### config.mk
export PLATFORM = sky130hd
export DESIGN_NAME = i2sm_rx_flat
export DESIGN_NICKNAME = d
export VERILOG_FILES = /design/src/rtl/i2sm_rx_if.sv /design/src/rtl/i2sm_rx.sv /design/src/flat_wrapper.sv
export SDC_FILE = /design/constraint.sdc
export NUM_CORES = 1
export LEC_CHECK = 0
export BUFFER_PORTS_ARGS = -buffer_cell sky130_fd_sc_hd__buf_2
export CAP_MARGIN = 10
export CORE_MARGIN = 3
export CORE_UTILIZATION = 51
export CTS_CLUSTER_SIZE = 28
export DETAILED_ROUTE_END_ITERATION = 16
export HOLD_SLACK_MARGIN = 0.03
export PLACE_DENSITY_LB_ADDON = 0.3
export SLEW_MARGIN = 20
export SYNTH_ARGS = -nofsm -noshare
export SYNTH_HDL_FRONTEND = slang
export SYNTH_SLANG_ARGS = --single-unit
export TNS_END_PERCENT = 5
### constraint.sdc
create_clock -name clk -period 1.8 [get_ports clk]
set_input_delay 0.36 -clock clk [delete_from_list [all_inputs] [get_ports clk]]
set_output_delay 0.36 -clock clk [all_outputs]
set_load 0.01 [all_outputs]
### src/rtl/i2sm_rx_if.sv
// ==========================================================================
// i2sm_rx_if : sample-pair valid/ready bus out of the I2S receiver
// rev 1.0
// ==========================================================================
`default_nettype none

interface i2sm_rx_if #(
  parameter int DW = 24
);
  logic          o_valid;
  logic          i_ready;
  logic [DW-1:0] o_left;
  logic [DW-1:0] o_right;

  modport master (output o_valid, output o_left, output o_right, input  i_ready);
  modport slave  (input  o_valid, input  o_left, input  o_right, output i_ready);
endinterface

`default_nettype wire

### src/rtl/i2sm_rx.sv
// ==========================================================================
// i2sm_rx : I2S master receiver, generates SCLK/LRCLK and deserialises pairs
// rev 1.0
// ==========================================================================
`default_nettype none

module i2sm_rx #(
  parameter int DW        = 24,
  parameter int SLOT_BITS = 32,
  parameter int SCLK_DIV  = 4
) (
  input  logic       clk,
  input  logic       rst,
  input  logic       en,
  output logic       sclk_o,
  output logic       lrclk_o,
  input  logic       sdata_i,
  i2sm_rx_if.master  bus,
  output logic       o_overrun
);

  localparam int DIVW = (SCLK_DIV > 1) ? $clog2(SCLK_DIV) : 1;
  localparam int BITW = $clog2(2 * SLOT_BITS);

  localparam logic [DIVW-1:0] DIV_LAST  = DIVW'(SCLK_DIV - 1);
  localparam logic [DIVW-1:0] DIV_HALF  = DIVW'(SCLK_DIV / 2);
  localparam logic [BITW-1:0] BIT_LAST  = BITW'(2 * SLOT_BITS - 1);
  localparam logic [BITW-1:0] SLOT      = BITW'(SLOT_BITS);
  localparam logic [BITW-1:0] DW_B      = BITW'(DW);
  localparam logic [BITW-1:0] RIGHT_END = BITW'(SLOT_BITS + DW);

  logic [DIVW-1:0] div_q,   div_d;
  logic [BITW-1:0] bit_q,   bit_d;
  logic            sclk_q,  sclk_d;
  logic            lrclk_q, lrclk_d;
  logic [DW-1:0]   sh_q,    sh_d;
  logic [DW-1:0]   lhold_q, lhold_d;
  logic            valid_q, valid_d;
  logic [DW-1:0]   left_q,  left_d;
  logic [DW-1:0]   right_q, right_d;
  logic            ovr_q,   ovr_d;

  logic            cap;
  logic            pair_done;
  logic [BITW-1:0] slot_k;

  always_comb begin
    cap    = en && (div_q == DIV_LAST);
    slot_k = (bit_q >= SLOT) ? (bit_q - SLOT) : bit_q;

    div_d = '0;
    bit_d = '0;
    if (en) begin
      div_d = cap ? '0 : div_q + 1'b1;
      bit_d = bit_q;
      if (cap) begin
        bit_d = (bit_q == BIT_LAST) ? '0 : bit_q + 1'b1;
      end
    end

    // Clock outputs track the next counter values so they line up with them
    sclk_d  = (div_d >= DIV_HALF);
    lrclk_d = (bit_d >= SLOT);

    sh_d = en ? sh_q : '0;
    if (cap && (slot_k != '0) && (slot_k <= DW_B)) begin
      sh_d = (sh_q << 1) | DW'(sdata_i);
    end

    lhold_d = en ? lhold_q : '0;
    if (cap && (bit_q == DW_B)) begin
      lhold_d = sh_d;
    end

    pair_done = cap && (bit_q == RIGHT_END);

    valid_d = valid_q;
    left_d  = left_q;
    right_d = right_q;
    ovr_d   = ovr_q;
    if (pair_done) begin
      if (!valid_q || bus.i_ready) begin
        valid_d = 1'b1;
        left_d  = lhold_q;
        right_d = sh_d;
      end else begin
        ovr_d = 1'b1;
      end
    end else if (valid_q && bus.i_ready) begin
      valid_d = 1'b0;
    end
  end

  always_ff @(posedge clk) begin
    if (rst) begin
      div_q   <= '0;
      bit_q   <= '0;
      sclk_q  <= 1'b0;
      lrclk_q <= 1'b0;
      sh_q    <= '0;
      lhold_q <= '0;
      valid_q <= 1'b0;
      left_q  <= '0;
      right_q <= '0;
      ovr_q   <= 1'b0;
    end else begin
      div_q   <= div_d;
      bit_q   <= bit_d;
      sclk_q  <= sclk_d;
      lrclk_q <= lrclk_d;
      sh_q    <= sh_d;
      lhold_q <= lhold_d;
      valid_q <= valid_d;
      left_q  <= left_d;
      right_q <= right_d;
      ovr_q   <= ovr_d;
    end
  end

  assign sclk_o      = sclk_q;
  assign lrclk_o     = lrclk_q;
  assign bus.o_valid = valid_q;
  assign bus.o_left  = left_q;
  assign bus.o_right = right_q;
  assign o_overrun   = ovr_q;

endmodule

`default_nettype wire

### src/flat_wrapper.sv
// flat-port wrapper written by rule: the top's interface ports become plain ports
module i2sm_rx_flat 
#(
  parameter int DW        = 24,
  parameter int SLOT_BITS = 32,
  parameter int SCLK_DIV  = 4
)
  (clk, rst, en, sclk_o, lrclk_o, sdata_i, o_overrun, bus_o_valid, bus_o_left, bus_o_right, bus_i_ready);
  i2sm_rx_if #(.DW(DW)) bus_i ();
  input  logic clk;
  input  logic rst;
  input  logic en;
  output logic sclk_o;
  output logic lrclk_o;
  input  logic sdata_i;
  output logic o_overrun;
  output wire logic [$bits(bus_i.o_valid)-1:0] bus_o_valid;
  output wire logic [$bits(bus_i.o_left)-1:0] bus_o_left;
  output wire logic [$bits(bus_i.o_right)-1:0] bus_o_right;
  input wire logic [$bits(bus_i.i_ready)-1:0] bus_i_ready;
  assign bus_o_valid = bus_i.o_valid;
  assign bus_o_left = bus_i.o_left;
  assign bus_o_right = bus_i.o_right;
  assign bus_i.i_ready = bus_i_ready;
  i2sm_rx #(.DW(DW), .SLOT_BITS(SLOT_BITS), .SCLK_DIV(SCLK_DIV)) u_core (.clk(clk), .rst(rst), .en(en), .sclk_o(sclk_o), .lrclk_o(lrclk_o), .sdata_i(sdata_i), .bus(bus_i), .o_overrun(o_overrun));
endmodule
* After elaboration in Yosys (flattened, before gate mapping) *
Index checks and enable logic that the tools add are counted.

word-level totals
  register bits after elaboration = 108
  latch bits = 0
  bits in writable memories = 0
  ROM bits = 0
  output and inout bits = 52
  memories = 0

operators by class
  add/subtract/negate cells = 3
  multipliers = 0
  divide/modulo/power cells = 0
  magnitude comparators = 4
  equality and inequality tests = 6
  shift operators = 0
  muxes and demuxes = 13
  bitwise gates (word level) = 2
  reductions and logical operators = 13

operator list
  kind                   count
  $mux W24               4
  $mux W6                4
  $or A24 B1 Y24         1
  $eq A6 B6 Y1 const B   2
  $ge A6 B6 Y1 const B   2
  $add A6 B1 Y6 const B  1
  $eq A6 B5 Y1 const B   1
  $le A6 B5 Y1 const B   1
  $logic_and A1 B1 Y1    6
  $reduce_and A2 Y1      3
  $reduce_bool A6 Y1     1
  $sub A6 B6 Y6 const B  1
  $mux W2                2
  $mux W1                3
  $add A2 B1 Y2 const B  1
  $eq A2 B2 Y1 const B   1
  $ge A2 B2 Y1 const B   1
  $ne A2 B1 Y1 const B   1
  $ne A2 B2 Y1 const B   1
  $reduce_bool A2 Y1     1
  $logic_not A1 Y1       1
  $logic_or A1 B1 Y1     1
  $not A1 Y1             1

* Depth between registers and ports, before layout *
Gate-level depths: netlist of the first run.

  depth after elaboration = 7
  depth in mapped cells = 7
  depth with buffers taken out = 5

* Least setup slack after synthesis of the first run *
OpenSTA, ideal clock, no wires.

  path type = register to register
  from = reg u_core.bit_q[0]
  to = reg u_core.right_q[0] (netlist: u_core.bus.o_right[0])
  setup time = 0.117 ns
  arrival = 1.592 ns
  data required time = 1.683 ns
  setup slack = 0.090 ns
  stages on the path, launching flop included = 8
  period minus slack after synthesis = 1.710 ns
  cell sequence = dfxtp_1 > inv_1 > ha_1 > and4b_1 > and3_1 > buf_2 > buf_4 > a32o_1

between the ends
  cells in the longest elaborated chain, start to end = 6
  elaborated cells between the ends (all ways) = 11

ends and longest elaborated chain
  what                                                                   line            text
  from (decl)                                                            i2sm_rx.sv:33   logic [BITW-1:0] bit_q, bit_d;
  from (signal assigned)                                                 i2sm_rx.sv:108  bit_q <= bit_d;
  parallel branches: the longest is 6 deep, another holds $sub A6 B6 Y6  n/a
  to (signal assigned)                                                   i2sm_rx.sv:115  right_q <= right_d;
  to (decl)                                                              i2sm_rx.sv:40   logic [DW-1:0] right_q, right_d;

Several ways; the timed one is not identified.
A chain may end at the register's enable or synchronous reset.

* Worst setup path after layout of the first run *
  from = reg u_core.bit_q[1]
  to = reg u_core.right_q[20] (netlist: u_core.bus.o_right[20])

Same word-level chain as after synthesis.

==> results of run 1 <==
-- where the power goes --
group          switching (mW)  total (mW)  internal, mW
sequential            0.00115        2.37          2.37
combinational          0.0551      0.0929        0.0378
clock                   0.822        1.49         0.664
total                   0.878        3.95          3.07
-- area by class of cell --
cell class,count,area [sq um],share of cell area
Sequential cell,107,2140,0.449
Clock inverter,6,73.8,0.0155
Inverter,5,18.8,0.00393
Tap cell,102,128,0.0267
Timing Repair Buffer,70,435,0.0912
Multi-Input combinational cell,266,1850,0.387
Clock buffer,10,128,0.0267
-- placed cells by master (no fill, tap or decap), types with 2 or more instances in the layout --
cell and count:
inv_1 4, ha_1 2, o21ai_1 11, buf_2 56, nor2b_1 2, nor2_1 6
o2bb2ai_1 15, buf_4 10, buf_12 4, a32o_1 9, clkbuf_8 9, o21ai_0 17
nor3_1 3, nand2_1 27, dfxtp_1 106, and3_1 4, a21oi_1 27, or3_1 2
nand2b_1 50, nand3_1 29, inv_8 2, mux2i_1 48
-- final timing paths --
kind / end / slack, ns / start
hold / removal: u_core.sh_q[0] / 0.28 / sdata_i
hold reg to reg: u_core.div_q[0] / 0.43 / u_core.div_q[0]
setup reg to reg: u_core.bus.o_right[20] / 0.13 / u_core.bit_q[1]
setup / recovery: u_core.bus.o_right[20] / 0.13 / u_core.bit_q[1]
-- per-layer routing --
| metal | global-route usage | share of wire | up-vias | wire [um] |
|---|---|---|---|---|
| met4 | 0.0689 | 0.016 | 0 | 131 |
| met1 | 0.288 | 0.51 | 1380 | 4200 |
| met5 | 0 | 0 | - | 0 |
| met2 | 0.256 | 0.42 | 61 | 3420 |
| li1 | - | - | 1533 | - |
| met3 | 0.0434 | 0.052 | 9 | 426 |
-- timing repair --
action,4_1_cts,5_1_grt
setup buffers,0,1
hold buffers,0,0
gates resized for setup,0,3
setup endpoints to repair,0,33
-- state kept, by name, summed over array words and instances, names as in the netlist --
register and cells:
u_core.bus.o_left 24, u_core.bus.o_right 24, u_core.lhold_q 24, u_core.sh_q 23, u_core.bit_q 6, u_core.div_q 2, u_core.bus.o_valid 1, u_core.lrclk_o 1
u_core.o_overrun 1, u_core.sclk_o 1
-- critical path: stages (launching register included) --
cell     delay (ns)
dfxtp_2        0.37
inv_1          0.05
ha_2           0.19
and4b_2        0.27
and3_1         0.22
buf_12         0.18
a32o_1         0.27
-- through the flow --
step	instance area (sq um)	util	power, mW	hold slack [ns]	cells
2_1_floorplan	4180	-	2.49	0.399	411
3_3_place_gp	4560	0.581	2.52	0.408	549
3_5_place_dp	4560	0.581	2.52	0.416	549
6_report	4770	0.608	3.95	0.277	566
5_1_grt	4770	0.608	4.08	0.289	566
4_1_cts	4760	0.607	3.97	0.271	565
-- logic make-up after synthesis --
family	synth area share
AO/OA/AOI/OAI	0.138
flip-flops	0.513
XOR/XNOR	0.00210
AND/OR/NAND/NOR	0.174
multiplexers	0.115
adder cells (fa/ha/maj)	0.00899
buffers and inverters	0.0497
==> impl_metrics.json, run 1 <==
{
  "synth-seq-cells": 107,
  "wl_mm": 8.18,
  "setup-tns-final_ns": 0,
  "clkLatencyLatePin_ns": 0.37,
  "setup_violations": 0,
  "fp-row-count": 32,
  "drt-initial-drc-count": 189,
  "area_growth_pct": 14.3,
  "dieArea_sq_mm": 0.00931,
  "fillCellCount": 688,
  "synth_flop_cell": "dfxtp_1",
  "grt_max_degree": 52,
  "antennaDiodeCount": 0,
  "synth_fp_nets": 419,
  "powerDensity_mw_per_mm2": 827,
  "grt_pass1_wl_mm": 13.5,
  "cts_root_buffer": "clkbuf_8",
  "clockBufferDepth": 2,
  "maxSlewHeadroom": 0.747,
  "endpoint_kind": "register",
  "place_ws_ns": 0.0572,
  "ys_seq_area_frac": 0.513,
  "yosys_warnings": 0,
  "netlist_top_cells_area": "dfxtp_1, mux2i_1, nand2b_1",
  "via_per_inst": 5.27,
  "dr.pass1.iters": 4,
  "status": "finished, final reports clean",
  "avgSynthCellArea_sq_um": 10.2,
  "synth_top_area_share": 0.513,
  "finClkSkew_ns": 0.00899,
  "core_sq_mm": 0.00785,
  "postSynthCellCount": 411,
  "cts_made_buffers": 9,
  "place_hpwl_mm": 5.67,
  "hold_viol_final": 0,
  "tightest_slew_ns": 0.378,
  "pin_count": 57,
  "drc": 0,
  "synth_largest_area_cell": "dfxtp_1",
  "finalCritPeriodShare": 0.928,
  "path_class": "register to register",
  "vias": 2983,
  "io_buffer_count": 56,
  "gp_congestion": 0.809,
  "setup_ws_ns": 0.129,
  "drive_above_1_share": 0.205,
  "nets": 467,
  "grt_pass1_vias": 2752,
  "grt-ovfl-total": 0,
  "netlist_area_sq_mm": 0.00418,
  "maxCapViolCount": 0,
  "critPathLaunchType": "register",
  "min_path_type": "input pin to register",
  "cp.required_ns": 2.06,
  "dieWidth_um": 96.5,
  "h-tree-depth": 3,
  "slew_viol_final": 0,
  "clkTransAtPathRegs_ns": 0.10,
  "p_leak_nw": 1.70,
  "grt.total_usage": 0.189,
  "antenna_found_initial": 0,
  "async_flop_share": 0,
  "die_y_um": 96.5,
  "crit_arrival_ns": 1.93,
  "synth_edf_count": 0,
  "yosysMostFrequentCell": "dfxtp_1",
  "cts_sinks": 107,
  "synth_common_cells": "dfxtp_1, nand2b_1, mux2i_1, nand3_1",
  "wl_per_cell_um": 14.4,
  "max_freq_mhz": 598,
  "vdd_drop_max_v": 0.000491,
  "start_util": 0.532,
  "yosysUniqueCellTypes": 37,
  "antenna_left": 0,
  "r2r_cells": 6,
  "cts_tree": "built",
  "grt_setup_unrepaired": "false",
  "hold_path_depth": 3,
  "crit_fanout": 33,
  "final.min_clock_period_ns": 1.67
}
No activity file was read; power rests on OpenSTA's default activity.
==> run 2: changes to the inputs <==
- BUFFER_PORTS_ARGS: -buffer_cell sky130_fd_sc_hd__buf_2 -> not set
- CORE_UTILIZATION: 51 -> 55
- DONT_BUFFER_PORTS: not set -> 1
==> run 2 against run 1 <==
  * Sequential cell count is the same
  * Register-to-register slack lost 0.04 ns
  * Via count shrank 7.2%
  * Fmax shrank 2.5%
  * Critical path depth is the same
  * Total power shrank 4.4%
  * Combinational power shrank 26%
  * First-iteration DRC count shrank 38%
  * Largest power group unchanged
==> impl_metrics.json, run 2 (synthesis results as in run 1) <==
{
  "cp.required_ns": 2.06,
  "cp_cell_sequence": "inv_1, ha_1, and4b_2, and3_1, buf_12, a32o_1",
  "vdd_drop_max_v": 0.000459,
  "grt-ovfl-total": 0,
  "io_buffer_count": 0,
  "wl_mm": 7.86,
  "whs_ns": 0.0625,
  "die_y_um": 93.1,
  "core_sq_mm": 0.00729,
  "status": "finished, final reports clean",
  "stdcell_count": 507,
  "start_util": 0.573,
  "dr.pass1.iters": 4,
  "place_hpwl_mm": 5.31,
  "place_ws_ns": 0.0922,
  "setup_violations": 0,
  "slew_viol_final": 0,
  "cts_made_buffers": 9,
  "path_class": "register to register",
  "grt_pass1_vias": 2645,
  "maxSlewHeadroom": 0.741,
  "critPathSlowestCell": "dfxtp_1",
  "via_per_inst": 5.46,
  "grt_pass1_wl_mm": 13.0,
  "p_comb_frac": 0.018,
  "endpoint_kind": "register",
  "crit_start": "u_core.bit_q[0]",
  "hold_viol_final": 0,
  "clkTransAtPathRegs_ns": 0.10,
  "drive_above_1_share": 0.0931,
  "final_util": 0.610,
  "clockBufferDepth": 2,
  "seqPwrFrac": 0.628,
  "most-common-layout-cells": "dfxtp_1, nand2b_1, mux2i_1, nand3_1",
  "crit_fanout": 33,
  "cts_sinks": 107,
  "critPathLaunchType": "register",
  "dieWidth_um": 93.1,
  "crit_buf_inv": 2,
  "drt-initial-drc-count": 117,
  "clkLatencyLatePin_ns": 0.37,
  "crit_arrival_ns": 1.97,
  "finClkSkew_ns": 0.0130,
  "reg2reg_from": "u_core.bit_q[0]",
  "fillCellCount": 635,
  "powerDensity_mw_per_mm2": 849,
  "vias": 2767,
  "pwr-share-clk": 0.354,
  "dieArea_sq_mm": 0.00868,
  "cpLargestDelayFamily": "simple AND/OR/NAND/NOR gates",
  "fp-row-count": 31,
  "gp_congestion": 0.828,
  "finalCritPeriodShare": 0.952,
  "p_sw_mw": 0.858,
  "antenna_found_initial": 0,
  "drc": 0,
  "dpl.cell_count": 489,
  "final.min_clock_period_ns": 1.71,
  "switching_share": 0.227,
  "register_area_sq_mm": 0.00214,
  "setup_ws_ns": 0.0868,
  "r2r_cells": 6,
  "grt.total_usage": 0.188,
  "endpoint": "u_core.bus.o_right[19]",
  "area_growth_pct": 6.50,
  "cts_tree": "built",
  "rr_endpoint": "u_core.bus.o_right[19]",
  "maxCapViolCount": 0,
  "max_freq_mhz": 584,
  "wl_per_cell_um": 15.5,
  "grt_max_degree": 54,
  "h-tree-depth": 3,
  "cp.depth": 6,
  "multiInputGateArea_sq_mm": 0.00184,
  "intPower_mw": 2.92,
  "r2r_slack_ns": 0.09,
  "pin_count": 57,
  "final_common_cell": "dfxtp_1",
  "antenna_left": 0,
  "worst_path_largest_cell_delay_ns": 0.34,
  "cts_root_buffer": "clkbuf_8",
  "min_path_type": "input pin to register",
  "tightest_slew_ns": 0.387,
  "antennaDiodeCount": 0,
  "p_leak_nw": 1.37,
  "nets": 411
}
-- run 2: worst reg2reg max path, delay by kind of cell, from the launching register on --
family	cells	cell delay, ns
adder cells (fa/ha/maj)	1	0.25
flip-flops	1	0.34
AND/OR/NAND/NOR	2	0.50
buffers and inverters	2	0.24
AO/OA/AOI/OAI	1	0.29
-- run 2: power by group through the flow --
stage / Clock, mW / Combinational [mW] / Sequential, mW
after floorplan: 0 / 0.0608 / 2.42
after global placement: 0 / 0.0663 / 2.43
after detailed placement: 0 / 0.0675 / 2.43
after CTS: 1.37 / 0.0677 / 2.37
after global routing: 1.45 / 0.0731 / 2.37
final: 1.34 / 0.0683 / 2.37
-- run 2: final cells by class --
class | instances | area share
Clock buffer | 10 | 0.0287
Clock inverter | 6 | 0.0110
Inverter | 5 | 0.00422
Multi-Input combinational cell | 266 | 0.414
Sequential cell | 107 | 0.482
Tap cell | 99 | 0.0278
Timing Repair Buffer | 14 | 0.0321
-- run 2: timing repair --
| action | CTS | global route |
|---|---|---|
| setup endpoints to repair | 0 | 27 |
| hold buffers | 0 | 0 |
| resized for setup | 0 | 2 |
| buffers inserted | 0 | 2 |
-- run 2: worst min-delay path by stage --
stage	to	depth (start not counted)	startpoint
after floorplan	u_core.div_q[0]	1	u_core.div_q[0]
after global placement	u_core.div_q[0]	1	u_core.div_q[0]
after detailed placement	u_core.div_q[0]	1	u_core.div_q[0]
after CTS	u_core.o_overrun	1	rst
after global routing	u_core.o_overrun	1	rst
final	u_core.o_overrun	1	rst
-- run 2: layer usage --
layer | track usage | wire length (um) | up-vias
met5 | 0 | 0 | -
met4 | 0.0623 | 48 | 0
met3 | 0.0539 | 482 | 4
met2 | 0.266 | 3370 | 57
met1 | 0.274 | 3970 | 1270
li1 | - | - | 1436
-- run 2: through the flow --
step / cell area, sq um / setup TNS [ns] / power, mW
floorplan: 4180 / 0 / 2.49
global placement: 4250 / 0 / 2.49
detailed placement: 4250 / 0 / 2.49
CTS: 4430 / 0 / 3.80
global route: 4450 / -0.0000502 / 3.90
finish: 4450 / 0 / 3.78
